### src/rtl/lat_meas_seq.sv
// Sequencer for lat_tester: runs num_runs back-to-back latency measurements and accumulates min/max/sum.
// Optional stabilisation-time statistics (stb_min/stb_max) are built when LT_STB_STATS_EN is defined.
module lat_meas_seq #(
  parameter int GAP_CYCLES   = 2700000,
  parameter int TRIG_TIMEOUT = 8
) (
  input  logic        clk27,
  input  logic        reset,
  input  logic        start,
  input  logic        abort,
  input  logic [3:0]  num_runs,
  output logic        lt_active,
  output logic        lt_armed,
  output logic        lt_trigger,
  input  logic        lt_trig_waiting,
  input  logic        lt_finished,
  input  logic [15:0] lt_lat_result,
  input  logic [11:0] lt_stb_result,
  output logic        busy,
  output logic        done,
  output logic        err_trig,
  output logic        err_sat,
  output logic [3:0]  runs_done,
  output logic [15:0] lat_min,
  output logic [15:0] lat_max,
  output logic [19:0] lat_sum
`ifdef LT_STB_STATS_EN
  ,
  output logic [11:0] stb_min,
  output logic [11:0] stb_max
`endif
);

  localparam int CMAX = (GAP_CYCLES > TRIG_TIMEOUT) ? GAP_CYCLES : TRIG_TIMEOUT;
  localparam int CW   = $clog2(CMAX + 1);

  typedef enum logic [2:0] {IDLE, ARM, TRIG, WAIT_FIN, COLLECT, GAP, DONE} state_t;

  state_t          state, state_nxt;
  logic [CW-1:0]   cnt;
  logic [3:0]      runs_tgt;
  logic            lat_sat;
  logic            act_nxt, arm_nxt, trig_nxt, busy_nxt, done_nxt;

  assign lat_sat = (lt_lat_result == 16'hffff);

  always_comb begin
    state_nxt = state;
    case (state)
      IDLE, DONE: if (start) state_nxt = ARM;
      ARM:        if (cnt == CW'(1)) state_nxt = TRIG;
      TRIG: begin
        if (lt_trig_waiting)                  state_nxt = WAIT_FIN;
        else if (cnt == CW'(TRIG_TIMEOUT - 1)) state_nxt = DONE;
      end
      WAIT_FIN:   if (lt_finished) state_nxt = COLLECT;
      COLLECT:    state_nxt = lat_sat ? DONE : GAP;
      GAP: begin
        if (cnt == CW'(GAP_CYCLES - 1))
          state_nxt = (runs_done == runs_tgt) ? DONE : ARM;
      end
      default:    state_nxt = IDLE;
    endcase
    if (abort) state_nxt = IDLE;

    // Outputs are decoded from the next state so they are registered yet aligned with the state.
    act_nxt  = state_nxt inside {ARM, TRIG, WAIT_FIN, COLLECT, GAP};
    arm_nxt  = state_nxt inside {ARM, TRIG, WAIT_FIN, COLLECT};
    trig_nxt = (state_nxt == TRIG);
    busy_nxt = !(state_nxt inside {IDLE, DONE});
    done_nxt = (state_nxt == DONE);
  end

  always_ff @(posedge clk27) begin
    if (reset) begin
      state      <= IDLE;
      lt_active  <= 1'b0;
      lt_armed   <= 1'b0;
      lt_trigger <= 1'b0;
      busy       <= 1'b0;
      done       <= 1'b0;
    end else begin
      state      <= state_nxt;
      lt_active  <= act_nxt;
      lt_armed   <= arm_nxt;
      lt_trigger <= trig_nxt;
      busy       <= busy_nxt;
      done       <= done_nxt;
    end
  end

  always_ff @(posedge clk27) begin
    if (reset) begin
      cnt       <= '0;
      runs_tgt  <= 4'd0;
      err_trig  <= 1'b0;
      err_sat   <= 1'b0;
      runs_done <= 4'd0;
      lat_min   <= 16'hffff;
      lat_max   <= 16'd0;
      lat_sum   <= 20'd0;
`ifdef LT_STB_STATS_EN
      stb_min   <= 12'hfff;
      stb_max   <= 12'd0;
`endif
    end else begin
      cnt <= (state_nxt != state) ? '0 : cnt + 1'b1;

      if ((state == IDLE || state == DONE) && state_nxt == ARM) begin
        runs_tgt  <= (num_runs == 4'd0) ? 4'd1 : num_runs;
        err_trig  <= 1'b0;
        err_sat   <= 1'b0;
        runs_done <= 4'd0;
        lat_min   <= 16'hffff;
        lat_max   <= 16'd0;
        lat_sum   <= 20'd0;
`ifdef LT_STB_STATS_EN
        stb_min   <= 12'hfff;
        stb_max   <= 12'd0;
`endif
      end

      if (state == TRIG && state_nxt == DONE) err_trig <= 1'b1;
      if (state == COLLECT && state_nxt == DONE) err_sat <= 1'b1;

      // Gated on the GAP transition so an abort during COLLECT leaves statistics untouched.
      if (state == COLLECT && state_nxt == GAP) begin
        runs_done <= runs_done + 4'd1;
        lat_sum   <= lat_sum + {4'd0, lt_lat_result};
        if (lt_lat_result < lat_min) lat_min <= lt_lat_result;
        if (lt_lat_result > lat_max) lat_max <= lt_lat_result;
`ifdef LT_STB_STATS_EN
        if (lt_stb_result < stb_min) stb_min <= lt_stb_result;
        if (lt_stb_result > stb_max) stb_max <= lt_stb_result;
`endif
      end
    end
  end

`ifndef LT_STB_STATS_EN
  logic unused_stb;
  assign unused_stb = ^lt_stb_result;
`endif

endmodule

### config.mk
export PLATFORM = sky130hd
export DESIGN_NAME = lat_meas_seq
export DESIGN_NICKNAME = d
export VERILOG_FILES = /design/src/rtl/lat_meas_seq.sv
export SDC_FILE = /design/constraint.sdc
export NUM_CORES = 1
export LEC_CHECK = 0
export ABC_CLOCK_PERIOD_IN_PS = 5800
export CORE_ASPECT_RATIO = 0.75
export CORE_MARGIN = 1
export CORE_UTILIZATION = 52
export CTS_BUF_LIST = sky130_fd_sc_hd__clkbuf_4
export DETAILED_ROUTE_END_ITERATION = 8
export GPL_TIMING_DRIVEN = 1
export HOLD_SLACK_MARGIN = 0.1
export PLACE_DENSITY = 0.8
export SLEW_MARGIN = 10
export SYNTH_ARGS = -nofsm -noshare
export SYNTH_HDL_FRONTEND = slang
export SYNTH_SLANG_ARGS = --single-unit
### constraint.sdc
create_clock -name clk27 -period 5.8 [get_ports clk27]
set_clock_uncertainty 0.15 [all_clocks]
set_input_delay 1.74 -clock clk27 [delete_from_list [all_inputs] [get_ports clk27]]
set_output_delay 1.74 -clock clk27 [all_outputs]
set_load 0.01 [all_outputs]
==> results of run 1 <==
==> layer usage <==
metal	up-vias	track usage, %
met5	-	0
met1	2334	34.42
met4	0	8.746
li1	2387	-
met2	161	42.35
met3	18	6.760
==> cells by family after synthesis <==
group           share of synthesized area, %
mux                                    1.394
xor+xnor                               6.287
buf+inv                                4.703
flops                                  34.79
fa+ha+maj                              12.20
compound gates                         22.62
simple gates                           18.01
==> sequential cells by signal (all words and copies together) (netlist names) <==
name,cells
err_sat,1
lt_trigger,1
done,1
lt_active,1
busy,1
err_trig,1
lat_max,16
lat_sum,20
lt_armed,1
state,3
runs_done,4
runs_tgt,4
lat_min,16
cnt,22
==> stage by stage <==
| step | utilization (%) | area, um^2 | hold WS (ns) | std cells | power [mW] |
|---|---|---|---|---|---|
| 2_1_floorplan | - | 5294 | 0.2910 | 602 | 0.7308 |
| 3_3_place_gp | 65.05 | 6359 | 0.2886 | 814 | 0.7836 |
| 3_5_place_dp | 65.05 | 6359 | 0.3021 | 814 | 0.7886 |
| 4_1_cts | 66.68 | 6518 | 0.3296 | 830 | 1.182 |
| 5_1_grt | 66.68 | 6518 | 0.3573 | 830 | 1.221 |
| 6_report | 66.68 | 6518 | 0.3383 | 830 | 1.172 |
==> placed cells by master (no fill, tap or decap), drive strengths merged, types with 9 or more instances in the layout <==
master	netlist	routed
a22o	34	34
dfxtp	92	92
nor3	34	34
nand3	17	17
ha	50	50
a211oi	22	22
xnor2	20	20
nand2	24	24
nand4	19	19
clkdlybuf4s50	0	88
buf	8	16
xor2	18	18
o21bai	17	17
nor2	64	64
inv	38	38
a21oi	24	24
clkbuf	16	9
a21o	18	18
==> power groups by stage <==
stage / Sequential [mW] / Clock (mW) / Combinational (mW)
final: 0.643 / 0.395 / 0.134
after global routing: 0.644 / 0.431 / 0.146
after CTS: 0.643 / 0.406 / 0.133
after detailed placement: 0.657 / 0 / 0.132
after global placement: 0.656 / 0 / 0.127
after floorplan: 0.655 / 0 / 0.0753
==> how the worst min path moves through the flow <==
stage                start     endpoint  slack, ns  cells past startpoint
6_report       lat_sum[19]  lat_sum[19]       0.34                      1
5_1_grt        lat_sum[19]  lat_sum[19]       0.36                      1
4_1_cts        lat_sum[19]  lat_sum[19]       0.33                      1
3_5_place_dp   lat_sum[19]  lat_sum[19]       0.30                      1
3_3_place_gp   lat_sum[19]  lat_sum[19]       0.29                      1
2_1_floorplan       cnt[0]       cnt[0]       0.29                      1
==> final cells by class <==
type / instances / area (um^2) / share of cell area, %
multi-input combinational: 448 / 3208 / 49.22
tap: 132 / 165.2 / 2.534
timing repair buffer: 104 / 1001 / 15.36
clock inverter: 7 / 91.34 / 1.401
clock buffer: 9 / 67.56 / 1.037
sequential: 92 / 1842 / 28.26
inverter: 38 / 142.6 / 2.189
==> worst max-delay path, stage by stage <==
cell             delay, ns
clkdlybuf4s50_1       0.66
ha_1                  0.27
fa_1                  0.26
a211oi_1              0.13
o21a_1                0.21
o41ai_1               0.55
nand3_1               0.18
a311oi_1              0.40
a31o_2                0.26
a2111oi_0             0.10
a31o_2                0.23
==> impl_results.md, run 1 <==
* Status: completed
* Setup violations, final at 0
* Residual DRC at 0
* Top Metal Used: met4
* #FFs+latches synth at 92
* Hold/Removal Path Class: register to register
* Critical Path End Type: register
* Register area share after synthesis at 34.79%
* Die Width at 118.5 um
* Die footprint at 10590 um^2
* Row cnt at 31
* Met2 WL at 6122 um
* Final #Nets at 782
* Pwr per Cell Area at 179.8 nW/um^2
* Clock-pin slew on the worst setup and hold paths at 0.14 ns
* Crit start category: input pin
* Synth area leaders: dfxtp_1 35%, ha_1 12%, a22o_1 5.6%
* Post-synth top area share at 34.79%
* Net Sw Power at 302.3 uW
* TritonCTS Buffers at 9
* R2R Path Start: lat_sum[0]
* Max IR drop VDD at 0.1023 mV
* Worst reg-to-reg setup slack at 2.65 ns
* Area delta synth->final at 23.12%
* # fillers at 821
* Worst slew margin at 18.30%
* Path depth of the worst reg2reg path at 10
* Number of diodes at 0
* Share of cells above drive strength 1 at 6.017%
* Via density at 5.904
* Avg Inst Size Synth at 8.794 um^2
* Sw Share at 25.80%
* Crit path to: lat_sum[16]
* Leak at 2.786 nW
* Slew Viols, Final at 0
* Clock root buffer: clkbuf_4
* Worst path required time at 6.00 ns
* Clock period minus worst slack at 4.789 ns
* DR WL/cell at 16.43 um
* CTS tree: done
* Period utilisation layout at 82.57%
* Number of gates resized after CTS at 0
* Top-count cell post-synth: dfxtp_1
* Net Count, Synth at 691
* Setup Total Neg Slack at 0 ns
* Met1 WL at 6333 um
* Grt total ovfl at 0
* Clock power frac at 33.7%
* FFs w/ async S/R, synth at 0%
* Post-DRT Antenna Nets at 0
* Met3 wire length at 958 um
* DR vias at 4900
* Final worst slack at 1.011 ns
* Max Buffers Root-to-Sink at 2
* Dpl hpwl at 10280 um
* Crit path max fanout at 6
* RSZ-0062 raised after global routing: no
* RD Place Congestion at 0.9179
* Drt first pass iters at 5
* CTS Sinks at 92
* Ys Warns at 0
* Global-route wire length before repair at 22040 um
* Synth cell types at 53
* Hold-fix buffer count after cts at 0
* CP arrival at 4.99 ns
* FF-to-FF End: lat_sum[16]
* IO Port Bufs at 88
* Max cap viols at 0
* Post-synthesis cell count at 602
* Most frequent cells after synthesis: 92 x dfxtp_1, 63 x nor2_1, 50 x ha_1
* Placement Setup Slack at 0.5945 ns
* Seq pwr share at 54.9%
* Chip Height at 89.38 um
* FMAX at 0.2088 GHz
* Initial detailed-routing violation count at 347
* Ys flop type: dfxtp_1
* Initial Util at 54.16%
* Slew @ Worst Pin at 1.217 ns
* Initial antenna violation count at 0
* Worst skew pair latency at 0.44 ns
* Internal Pwr Total at 869.3 uW
* Largest net degree at the start of global routing at 38
* Combinational Power Share at 11.4%
* Worst setup path startpoint: lt_lat_result[0]
* Post-Route WL at 13640 um
* Post-synth EDFFs at 0
* Final Hold Fails at 0
* Critical path class: input pin to register
* Area leader, netlist: dfxtp_1
* H-tree levels at 3
* Setup repair bufs after CTS at 0
* Number of global-route vias before repair at 4514
* Tot GR Track Use at 26.17%
* Mapped Area at 5294 um^2
* Core footprint at 9774 um^2
* Ports at 101
(Power assumes the default switching activity.)
==> inputs of run 2 (changes only) <==
Settings changed: ABC_CLOCK_PERIOD_IN_PS 5800 to 4950.
Clock period 5.8 ns to 4.95 ns, I/O delays scaled along.
==> run 2 against run 1 <==
Global-route usage rose by 0.48 points. Combinational power rose by 22%. Register-to-register slack got worse by 0.92 ns. Sequential power rose by 17%. Worst hold slack improved by 0.012 ns. Largest power group unchanged.
==> impl_results.md, run 2 (same netlist as run 1, synthesis figures left out) <==
* Initial antenna violation count at 0
* Leak at 2.832 nW
* Pwr per Cell Area at 211.1 nW/um^2
* Critical path class: input pin to register
* DR vias at 4920
* DR WL/cell at 16.48 um
* Biggest regs: cnt (22), lat_sum (20)
* Commonest non-fill, non-tap cells in the layout: 92 x dfxtp_1, 88 x clkdlybuf4s50_1, 63 x nor2_1, 50 x ha_1, 38 x inv_1
* Slew Viols, Final at 0
* Worst path required time at 5.17 ns
* Largest net degree at the start of global routing at 26
* FMAX at 0.2362 GHz
* CP arrival at 4.46 ns
* Clock power frac at 34.2%
* Internal Pwr Total at 1.027 mW
* Crit start category: input pin
* Net Sw Power at 366.3 uW
* Placed cell count at 824
* Final #Nets at 792
* Sw Share at 26.30%
* Hold-fix buffer count after cts at 0
* RD Place Congestion at 0.9077
* TritonCTS Buffers at 9
* Clock period minus worst slack at 4.233 ns
* Final cell count without fillers at 840
* Setup Total Neg Slack at 0 ns
* Share of cells above drive strength 1 at 7.486%
* Power Total at 1.393 mW
* Initial detailed-routing violation count at 374
* Die footprint at 10590 um^2
* CP dominant cell by count: a31o_2
* # fillers at 810
* CP max-delay cell: o41ai_1
* Status: completed
* CTS tree: done
* Hold/Removal Path Class: register to register
* CP cell instances: clkdlybuf4s50_1, ha_1, fa_1, a211oi_1, o21a_1, o41ai_1, nand3_1, a311oi_1, a31o_2, a2111oi_0, a31o_2
* Reg with most FFs: cnt
* Worst path max stage delay at 0.52 ns
* Worst skew pair latency at 0.46 ns
* Area delta synth->final at 24.65%
* Clock-pin slew on the worst setup and hold paths at 0.15 ns
* Global-route wire length before repair at 22370 um
* Ports at 101
* Core footprint at 9774 um^2
* Residual DRC at 0
* Grt total ovfl at 0
* IO Port Bufs at 88
* Number of gates resized after CTS at 0
* Drt first pass iters at 5
* Initial Util at 54.16%
* Period utilisation layout at 85.51%
* RSZ-0062 raised after global routing: no
* Most common cell after layout, fill and taps aside: dfxtp_1
* Die Width at 118.5 um
* Dpl hpwl at 10420 um
* Seq pwr share at 54.1%
* Critical Path End Type: register
* Number of diodes at 0
* Final Hold Fails at 0
* Worst slew margin at 25.70%
* Placement Setup Slack at 0.2548 ns
* Via density at 5.857
* Post-Route WL at 13840 um
* Crit path max fanout at 3
* Max Buffers Root-to-Sink at 2
* Setup violations, final at 0
* Largest register FFs at 22
* Max IR drop VDD at 0.1645 mV
* Row cnt at 31
* Combinational Power Share at 11.7%
* CTS Sinks at 92
* Post-DRT Antenna Nets at 0
* H-tree levels at 3
* Final worst slack at 0.7172 ns
* Tot GR Track Use at 26.65%
* Slew @ Worst Pin at 1.107 ns
* Clock root buffer: clkbuf_4
* Setup repair bufs after CTS at 0
* Number of global-route vias before repair at 4621
* Chip Height at 89.38 um
* Max cap viols at 0
-- run 2: power groups by stage --
stage          clock network [mW]  logic, mW  registers (mW)
6_report                    0.477      0.163           0.754
5_1_grt                     0.510      0.178           0.755
4_1_cts                     0.485      0.161           0.754
3_5_place_dp                    0      0.160           0.770
3_3_place_gp                    0      0.154           0.769
2_1_floorplan                   0     0.0883           0.768
-- run 2: final timing paths --
| kind | end | slack [ns] | from | depth (start not counted) |
|---|---|---|---|---|
| worst max register to register | lat_max[11] | 1.73 | state[2] | 7 |
| worst max-delay path | lat_sum[16] | 0.72 | lt_lat_result[0] | 11 |
| worst min register to register | err_sat | 0.35 | err_sat | 1 |
| worst min-delay path | err_sat | 0.35 | err_sat | 1 |
-- run 2: critical path: cells and delay by family --
family                     cells  cell delay (ns)
AOI/OAI and AO/OA              7             1.80
adders and majority gates      2             0.48
and+or+nand+nor                1             0.20
buffers and inverters          1             0.49
-- run 2: area by class of cell --
| type | instances | area, um^2 | share of cell area, % |
|---|---|---|---|
| Tap cell | 132 | 165.2 | 2.503 |
| Multi-Input combinational cell | 448 | 3208 | 48.62 |
| Clock inverter | 7 | 97.59 | 1.479 |
| Inverter | 38 | 142.6 | 2.162 |
| Sequential cell | 92 | 1842 | 27.91 |
| Clock buffer | 9 | 67.56 | 1.024 |
| Timing Repair Buffer | 114 | 1076 | 16.31 |
-- run 2: through the flow --
| stage | hold slack [ns] | area [um^2] | util, % |
|---|---|---|---|
| floorplan | 0.2910 | 5294 | - |
| global placement | 0.3095 | 6434 | 65.82 |
| detailed placement | 0.3188 | 6434 | 65.82 |
| CTS | 0.3562 | 6599 | 67.51 |
| global route | 0.3636 | 6599 | 67.51 |
| finish | 0.3502 | 6599 | 67.51 |
-- run 2: per-layer routing --
metal  wire (um)  GRT usage (%)
met5           0              0
met2        6201          43.96
met1        6396          34.71
met4         236          8.055
met3        1008          6.952
